`src/rtl/spi_wrapper_pkg.sv`:
```
// ============================================================================
// Module  : spi_wrapper_pkg
// Purpose : FSM state encodings and frame command codes for the SPI wrapper.
// Revision: 1.0
// ============================================================================
`default_nettype none

package spi_wrapper_pkg;

  typedef logic [2:0] spi_state_t;
  typedef logic [1:0] spi_cmd_t;

  localparam logic [2:0] IDLE      = 3'b000;
  localparam logic [2:0] CHK_CMD   = 3'b001;
  localparam logic [2:0] WRITE     = 3'b010;
  localparam logic [2:0] READ_ADD  = 3'b011;
  localparam logic [2:0] READ_DATA = 3'b100;

  localparam logic [1:0] c_CMD_WR_ADDR = 2'b00;
  localparam logic [1:0] c_CMD_WR_DATA = 2'b01;
  localparam logic [1:0] c_CMD_RD_ADDR = 2'b10;
  localparam logic [1:0] c_CMD_RD_DATA = 2'b11;

  localparam int c_FRAME_BITS = 10;

endpackage

`default_nettype wire

```
`src/rtl/spi_ram.sv`:
```
// ============================================================================
// Module  : spi_ram
// Purpose : Single-port byte RAM driven by SPI frame commands.
//           SPI_RAM_CLEAR_EN: reset also zeroes every RAM word.
// Revision: 1.0
// ============================================================================
`default_nettype none

module spi_ram
  import spi_wrapper_pkg::*;
#(
  parameter int MEM_DEPTH = 256,
  parameter int ADDR_SIZE = 8
) (
  input  logic       clk,
  input  logic       rst_n,
  input  logic [9:0] rx_data_i,
  input  logic       rx_valid_i,
  output logic [7:0] tx_data_o,
  output logic       tx_valid_o
);

  logic [7:0]           RAM [MEM_DEPTH];
  logic [ADDR_SIZE-1:0] wr_addr;
  logic [ADDR_SIZE-1:0] rd_addr;
  logic [7:0]           tx_data_q;
  logic                 tx_valid_q;
  logic [ADDR_SIZE-1:0] w_addr;
  logic [1:0]           w_cmd;
  logic                 w_mem_wr;

  // Payload bits beyond the address width are dropped by the cast.
  assign w_addr   = ADDR_SIZE'(rx_data_i[7:0]);
  assign w_cmd    = rx_data_i[9:8];
  assign w_mem_wr = rx_valid_i && (w_cmd == c_CMD_WR_DATA);

  always_ff @(posedge clk or negedge rst_n) begin
    if (!rst_n) begin
      wr_addr    <= '0;
      rd_addr    <= '0;
      tx_data_q  <= '0;
      tx_valid_q <= 1'b0;
    end else begin
      tx_valid_q <= 1'b0;
      if (rx_valid_i) begin
        case (w_cmd)
          c_CMD_WR_ADDR: wr_addr <= w_addr;
          c_CMD_RD_ADDR: rd_addr <= w_addr;
          c_CMD_RD_DATA: begin
            tx_data_q  <= RAM[rd_addr];
            tx_valid_q <= 1'b1;
          end
          default: ;
        endcase
      end
    end
  end

`ifdef SPI_RAM_CLEAR_EN
  always_ff @(posedge clk or negedge rst_n) begin
    if (!rst_n) begin
      for (int i = 0; i < MEM_DEPTH; i++) RAM[i] <= '0;
    end else if (w_mem_wr) begin
      RAM[wr_addr] <= rx_data_i[7:0];
    end
  end
`else
  always_ff @(posedge clk) begin
    if (w_mem_wr) RAM[wr_addr] <= rx_data_i[7:0];
  end
`endif

  assign tx_data_o  = tx_data_q;
  assign tx_valid_o = tx_valid_q;

endmodule

`default_nettype wire

```
`src/rtl/spi_slave.sv`:
```
// ============================================================================
// Module  : spi_slave
// Purpose : SPI slave FSM; deserialises 10-bit frames, serialises read bytes.
// Revision: 1.0
// ============================================================================
`default_nettype none

module spi_slave
  import spi_wrapper_pkg::*;
(
  input  logic       clk,
  input  logic       rst_n,
  input  logic       MOSI,
  input  logic       SS_n,
  input  logic [7:0] tx_data_i,
  input  logic       tx_valid_i,
  output logic [9:0] rx_data_o,
  output logic       rx_valid_o,
  output logic       MISO
);

  spi_state_t cs;
  spi_state_t cs_d;
  logic [3:0] bit_cnt_q;
  logic [8:0] shift_q;
  logic [9:0] rx_data_q;
  logic       rx_valid_q;
  logic       rd_addr_stored_q;
  logic [6:0] tx_shift_q;
  logic [2:0] tx_cnt_q;
  logic       miso_q;
  logic       w_data_state;
  logic       w_shifting;

  assign w_data_state = (cs == WRITE) || (cs == READ_ADD) || (cs == READ_DATA);
  // The counter saturates at the frame length so trailing bits are ignored.
  assign w_shifting   = w_data_state && (bit_cnt_q < 4'(c_FRAME_BITS));

  always_comb begin
    cs_d = cs;
    if (SS_n) begin
      cs_d = IDLE;
    end else begin
      case (cs)
        IDLE:      cs_d = CHK_CMD;
        CHK_CMD:   cs_d = MOSI ? (rd_addr_stored_q ? READ_DATA : READ_ADD) : WRITE;
        WRITE,
        READ_ADD,
        READ_DATA: cs_d = cs;
        default:   cs_d = IDLE;
      endcase
    end
  end

  always_ff @(posedge clk or negedge rst_n) begin
    if (!rst_n) begin
      cs               <= IDLE;
      bit_cnt_q        <= '0;
      shift_q          <= '0;
      rx_data_q        <= '0;
      rx_valid_q       <= 1'b0;
      rd_addr_stored_q <= 1'b0;
      tx_shift_q       <= '0;
      tx_cnt_q         <= '0;
      miso_q           <= 1'b0;
    end else begin
      cs         <= cs_d;
      rx_valid_q <= 1'b0;
      if (SS_n) begin
        bit_cnt_q  <= '0;
        shift_q    <= '0;
        tx_shift_q <= '0;
        tx_cnt_q   <= '0;
        miso_q     <= 1'b0;
      end else begin
        if (w_shifting) begin
          if (bit_cnt_q == 4'(c_FRAME_BITS - 1)) begin
            rx_data_q  <= {shift_q, MOSI};
            rx_valid_q <= 1'b1;
            bit_cnt_q  <= 4'(c_FRAME_BITS);
            if (cs == READ_ADD)  rd_addr_stored_q <= 1'b1;
            if (cs == READ_DATA) rd_addr_stored_q <= 1'b0;
          end else begin
            shift_q   <= {shift_q[7:0], MOSI};
            bit_cnt_q <= bit_cnt_q + 4'd1;
          end
        end

        // MSB goes out on the edge that samples tx_valid, the rest follow.
        if (tx_valid_i) begin
          miso_q     <= tx_data_i[7];
          tx_shift_q <= tx_data_i[6:0];
          tx_cnt_q   <= 3'd7;
        end else if (tx_cnt_q != 3'd0) begin
          miso_q     <= tx_shift_q[6];
          tx_shift_q <= {tx_shift_q[5:0], 1'b0};
          tx_cnt_q   <= tx_cnt_q - 3'd1;
        end else begin
          miso_q <= 1'b0;
        end
      end
    end
  end

  assign rx_data_o  = rx_data_q;
  assign rx_valid_o = rx_valid_q;
  assign MISO       = miso_q;

endmodule

`default_nettype wire

```
`src/rtl/spi_wrapper.sv`:
```
// ============================================================================
// Module  : spi_wrapper
// Purpose : SPI slave connected to a command-addressed byte RAM.
//           SPI_RAM_CLEAR_EN: reset also clears the RAM contents.
// Revision: 1.0
// ============================================================================
`default_nettype none

module spi_wrapper
  import spi_wrapper_pkg::*;
#(
  parameter int MEM_DEPTH = 256,
  parameter int ADDR_SIZE = 8
) (
  input  logic clk,
  input  logic rst_n,
  input  logic MOSI,
  output logic MISO,
  input  logic SS_n
);

  logic [9:0] rx_data_bus;
  logic       rx_valid;
  logic [7:0] tx_data_bus;
  logic       tx_valid;

  spi_slave SPI_INSATNCE (
    .clk        (clk),
    .rst_n      (rst_n),
    .MOSI       (MOSI),
    .SS_n       (SS_n),
    .tx_data_i  (tx_data_bus),
    .tx_valid_i (tx_valid),
    .rx_data_o  (rx_data_bus),
    .rx_valid_o (rx_valid),
    .MISO       (MISO)
  );

  spi_ram #(
    .MEM_DEPTH (MEM_DEPTH),
    .ADDR_SIZE (ADDR_SIZE)
  ) RAM_INSTANCE (
    .clk        (clk),
    .rst_n      (rst_n),
    .rx_data_i  (rx_data_bus),
    .rx_valid_i (rx_valid),
    .tx_data_o  (tx_data_bus),
    .tx_valid_o (tx_valid)
  );

endmodule

`default_nettype wire

```
`config.mk`:
```
export PLATFORM = sky130hd
export DESIGN_NAME = spi_wrapper
export DESIGN_NICKNAME = d
export VERILOG_FILES = /design/src/rtl/spi_wrapper_pkg.sv /design/src/rtl/spi_ram.sv /design/src/rtl/spi_slave.sv /design/src/rtl/spi_wrapper.sv
export SDC_FILE = /design/constraint.sdc
export NUM_CORES = 2
export LEC_CHECK = 0
export ABC_AREA = 1
export ABC_CLOCK_PERIOD_IN_PS = 5000
export CAP_MARGIN = 20
export CORE_UTILIZATION = 40
export DETAILED_ROUTE_END_ITERATION = 16
export GPL_ROUTABILITY_DRIVEN = 0
export PLACE_DENSITY = 0.56
export SLEW_MARGIN = 20
export SYNTH_ARGS = -nofsm -noshare
export SYNTH_HDL_FRONTEND = slang
export SYNTH_HIERARCHICAL = 1
export SYNTH_SLANG_ARGS = --single-unit
```
`constraint.sdc`:
```
create_clock -name clk -period 5 [get_ports clk]
set_input_delay 1 -clock clk [delete_from_list [all_inputs] [get_ports clk]]
set_output_delay 1 -clock clk [all_outputs]
set_load 0.05 [all_outputs]
```
* After elaboration in Yosys (flattened, before gate mapping)
Memory sizes are Yosys's and may differ from the RTL's. A register that Yosys moved wholly into a read port is not among the register bits.
Index checks and enable logic that the tools add are counted.
** Word-level totals
- Memory bits (read-only) :: 0
- Memories kept :: 1
- Latch bits :: 0
- Register bits after elaboration :: 56
- Bits in writable memories :: 2048
- Logic and storage cells :: 73
** Operators by class
- Shift-type cells :: 0
- Reduce and logical (&&, ||, !) cells :: 18
- Multiplexer cells :: 28
- Div/mod/pow operators :: 0
- Bitwise logic cells :: 1
- Multiply operators :: 0
- Equal/unequal tests :: 10
- Magnitude comparators :: 1
- Add/sub/neg operators :: 2
** Memory list
- RAM_INSTANCE.RAM :: words 256, width 8, read ports 1, clocked after memory_dff 1, wr ports 1, line spi_ram.sv:23 : logic [7:0] RAM [MEM_DEPTH];
** Operators with widths (count)
- $mux 9 :: 3
- $mux 7 :: 3
- $mux 3 :: 6
- $mux 1 :: 12
- $mux 4 :: 3
- $pmux 3 s3 :: 1
- $reduce_and 2->1 :: 4
- $eq 3x2->1 const B :: 2
- $reduce_bool 3->1 :: 2
- $add 4x1->4 const B :: 1
- $eq 2x2->1 const B :: 2
- $eq 4x4->1 const B :: 1
- $lt 4x4->1 const B :: 1
- $ne 2x2->1 const B :: 2
- $reduce_and 4->1 :: 1
- $reduce_bool 2->1 :: 2
- $eq 3x1->1 const B :: 1
- $eq 3x3->1 const B :: 1
- $logic_not 3->1 :: 1
- $reduce_and 3->1 :: 1
- $reduce_or 3->1 :: 1
- $sub 3x1->3 const B :: 1
- $eq 2x1->1 const B :: 1
- $logic_and 1x1->1 :: 2
- other kinds (4) :: 5

* Depth between registers and ports, before layout
- Depth after elaboration :: 6
- Gate-level depth with buffers :: 15
- Gate-level depth less buffers :: 11

* Modules after synthesis
Netlist, hierarchy kept.
** Modules (own cells, without submodules)
- spi_ram :: area each 84039.4 um2, times used 1, cells each 7071
- spi_slave :: area each 1788.0 um2, times used 1, cells each 208

* Least setup slack after synthesis
Ideal clock, no wire load.
- Path kind :: flip-flop to flip-flop
- From :: register SPI_INSATNCE.rx_data_q[0], in the netlist SPI_INSATNCE/rx_data_o[0]
- To :: memory RAM_INSTANCE.RAM[0][0] (data pin)
- Path slack :: 996 ps
- Stages on the path, launching flop included :: 1
- Arrival time :: 3198 ps
- Required time :: 4193 ps
- Period minus slack after synthesis :: 4004 ps
- Buffers on the path :: 0
- Library setup time :: 807 ps
- Cell sequence :: dfrtp_1
** RTL lines
- from (decl) :: line spi_slave.sv:26 : logic [9:0] rx_data_q;
- from (signal assigned) :: line spi_slave.sv:78 : rx_data_q <= {shift_q, MOSI};
- to (decl) :: line spi_ram.sv:23
No word-level cell before the write port.

==> summary.md <==
| Metric | Value |
|---|---|
| Die Y | `465 µm` |
| Io pins | `5` |
| Core footprint | `0.213 mm²` |
| CTS tree | `yes` |
| Mapped Cells | `7279` |
| Drt first pass iters | `7` |
| Mapped Nets | `7287` |
| Fin crit share | `72.1%` |
| Cell internal pwr | `27.7 mW` |
| Layout Skew | `33.5 ps` |
| Largest net degree at the start of global routing | `228` |
| DP Wirelength | `130 mm` |
| Placed Cells | `9719` |
| Critical path endpoint category | `flip-flop` |
| Overall routing resource usage | `21.8%` |
| Die W | `465 µm` |
| CP max stage delay | `640 ps` |
| Setup Viol. Count Final | `0` |
| Worst slew pin tran | `1260 ps` |
| I/O Buffers | `4` |
| #FFs+latches synth | `2112` |
| Leakage | `31.4 nW` |
| H-Tree Depth | `4` |
| Post-Route WL | `239 mm` |
| Sw frac | `20.1%` |
| Number of flops mapped to enable cells by yosys | `2048` |
| Prevailing post-synth register cell | `edfxtp_1` |
| Comb pwr share | `0.5%` |
| Initial antenna violation count | `4` |
| Smallest hold slack | `314 ps` |
| Total negative slack | `0 ps` |
| Wirelength per Cell | `23.7 µm` |
| Hold-fix buffers, CTS | `0` |
| Placed Area | `0.0884 mm²` |
| Clock Sinks | `2112` |
| Syn_area_per_cell | `11.8 µm²` |
| # resized after CTS | `0` |
| CP Buf/Inv Count | `3` |
| Maximum VDD drop | `0.333 mV` |
| Clock latency on the worst-skew pair | `850 ps` |
| RSZ-0062 raised after global routing | `false` |
| Vias in the first global route | `52500` |
| Hold Violations, Final | `0` |
| Area Growth Syn to Fin | `10.7%` |
| Synth Warn # | `6` |
| Switching power | `6.98 mW` |
| Asr flop ratio synth | `3.03%` |
| Non-filler cells, final | `10100` |
| Tmin final | `3600 ps` |
| Initial core utilization | `40.3%` |
| CP required | `5790 ps` |
| Highest Clock Rate | `277 MHz` |
| Post-route cell area | `0.0950 mm²` |
| Layout cells sized above 1 | `5.87%` |
| Clock share of power | `44.3%` |
| Drt via density | `5.51` |
| Sequential Area | `0.0631 mm²` |
| Worst path top cell family by delay | `simple AND/OR/NAND/NOR gates` |
| Startpoint Class | `flip-flop` |
| Max clock buf depth | `3` |
| Status | `finished clean` |
| Total setup buffers inserted after CTS | `0` |
| Hold Crit Class | `in -> async` |
| Max Slew Vio Count | `0` |
| Sequential area share after synthesis | `73.5%` |
| DRT antenna net count | `0` |
| Pwr/cell area | `366 mW/mm²` |
| Die Footprint | `0.216 mm²` |
| CTS Buf Count | `213` |
| Relative slew slack | `16.0%` |
| Clock slew at reported path FFs | `60 ps` |
| Reg power frac | `55.3%` |
| Global-route wire length before repair | `355 mm` |
| Worst-path cell chain | `inv_16 > buf_12 > buf_12 > nand2_1 > nand3_1 > nand3_1 > nand3_1 > nand3_1 > nand3_1 > nand3_1 > nand3_1 > nand3_1 > nand2_1` |
| Nets | `7122` |
| WS Path Type | `reg -> reg` |
| CP max stage cell | `dfrtp_4` |
| Max-Cap Viols | `0` |
| Root buffer cell | `clkbuf_16` |
| Footprint of the multi-input gates | `0.0201 mm²` |
| # DRC | `0` |
| Gr ovfl total | `0` |
| Fill cells | `19500` |
| Core Rows | `169` |
| Cell variety after synth | `29` |
| 1st-iter DRT viols | `6236` |
| CP most frequent cell | `nand3_1` |
| Synthesized area | `0.0858 mm²` |
| DR vias | `55700` |
| Largest fanout on the critical path | `227` |
| Worst EP arrival | `4400 ps` |
[sequential cells by signal (all words and copies together) (netlist names)]
name                           count
SPI_INSATNCE/tx_shift_q            7
RAM_INSTANCE/wr_addr               8
SPI_INSATNCE/tx_cnt_q              3
RAM_INSTANCE/tx_valid_o            1
SPI_INSATNCE/cs                    3
SPI_INSATNCE/MISO                  1
RAM_INSTANCE/tx_data_o             8
SPI_INSATNCE/rx_data_o            10
SPI_INSATNCE/rd_addr_stored_q      1
SPI_INSATNCE/shift_q               9
RAM_INSTANCE/rd_addr               8
SPI_INSATNCE/bit_cnt_q             4
RAM_INSTANCE/RAM                2048
SPI_INSATNCE/rx_valid_o            1
[cells by family (layout without fill, tap and decap cells)]
group                      Yosys count  count (layout)  synth area share [%]
other                                0               2                     0
buffers and inverters              564             571                  3.15
adders and majority gates            4               4                0.0583
DFF                               2112            2112                  73.5
xor gates and xnor gates             3               3                0.0306
AOI/OAI and AO/OA                   43              43                 0.267
and+or+nand+nor                   4553            4553                  23.0
[metrics by stage]
| step | power (mW) | utilization [%] | setup WS (ps) |
|---|---|---|---|
| floorplan | 19.7 | - | 996 |
| global placement | 19.7 | 41.5 | 1340 |
| detailed placement | 19.7 | 41.5 | 1380 |
| CTS | 34.9 | 44.6 | 1360 |
| global route | 35.5 | 44.6 | 1200 |
| finish | 34.7 | 44.6 | 1400 |
[Yosys cell counts (all sizes together), types with 4 or more instances]
cell | number | area (µm²)
buf | 381 | 2020
nand2 | 2187 | 8220
inv | 73 | 277
nor2 | 295 | 1120
o22ai | 6 | 37.5
clkbuf | 109 | 409
ha | 4 | 50.1
o21ai | 31 | 155
nand3 | 2069 | 10400
edfxtp | 2048 | 61500
dfrtp | 64 | 1600
[power groups by stage]
stage	clock network (mW)	logic, mW	registers [mW]
floorplan	0	0.0898	19.6
global placement	0	0.155	19.6
detailed placement	0	0.162	19.6
CTS	15.5	0.163	19.2
global route	16.2	0.177	19.2
finish	15.4	0.163	19.2
[layout by cell type, fill, tap and decap left out, types with 2 or more instances in the layout]
cell type        instances
clkbuf_8                 3
diode_2                  2
edfxtp_1              2048
nand2_2                 19
dfrtp_4                 12
o21ai_1                  2
nor2_1                 292
buf_12                  39
clkdlybuf4s50_1          3
o21ai_0                 29
bufinv_16               12
nand3_1               2069
inv_8                    2
clkbuf_1                66
nor2_2                   2
buf_4                   66
clkinv_2                33
a21oi_1                  3
nand2_1               2167
inv_16                   4
o22ai_1                  6
inv_6                    4
clkbuf_16              214
xnor2_1                  3
inv_2                    5
dfrtp_1                 51
ha_1                     4
inv_1                   64
clkinv_16                4
clkinv_1                47
[routing by layer]
metal	GRT usage, %	vias up	part of all wire [%]
li1	-	25500	-
met1	31.7	27900	44
met2	33.8	2073	46
met3	3.55	337	7.1
met4	6.02	0	2.6
met5	0	-	0
[worst reg2reg max path: stages (launching register included)]
cell and delay (ps):
dfrtp_4 640, inv_16 560, buf_12 530, buf_12 330, nand2_1 150, nand3_1 80, nand3_1 120, nand3_1 160
nand3_1 200, nand3_1 220, nand3_1 140, nand3_1 230, nand3_1 110, nand2_1 80
[final timing paths]
path / start / end / slack [ps] / cells after the start
hold / removal: rst_n / SPI_INSATNCE/MISO / 310 / 1
setup / recovery: RAM_INSTANCE/rd_addr[0] / RAM_INSTANCE/tx_data_o[2] / 1400 / 13
setup reg to reg: RAM_INSTANCE/rd_addr[0] / RAM_INSTANCE/tx_data_o[2] / 1400 / 13
min in group clk: SPI_INSATNCE/shift_q[7] / SPI_INSATNCE/shift_q[7] / 500 / 2
hold reg to reg: SPI_INSATNCE/shift_q[7] / SPI_INSATNCE/shift_q[7] / 500 / 2
max in group asynchronous: rst_n / RAM_INSTANCE/rd_addr[4] / 3680 / 2
[layout make-up]
cell class	count	share of cell area (%)
inverter	74	0.328
clock buffer	283	5.94
multi-input combinational	4603	21.1
antenna	2	0.00527
tap	2821	3.72
timing repair buffer	110	1.41
sequential	2112	66.5
clock inverter	104	0.987
No activity file was read; power rests on OpenSTA's default activity.
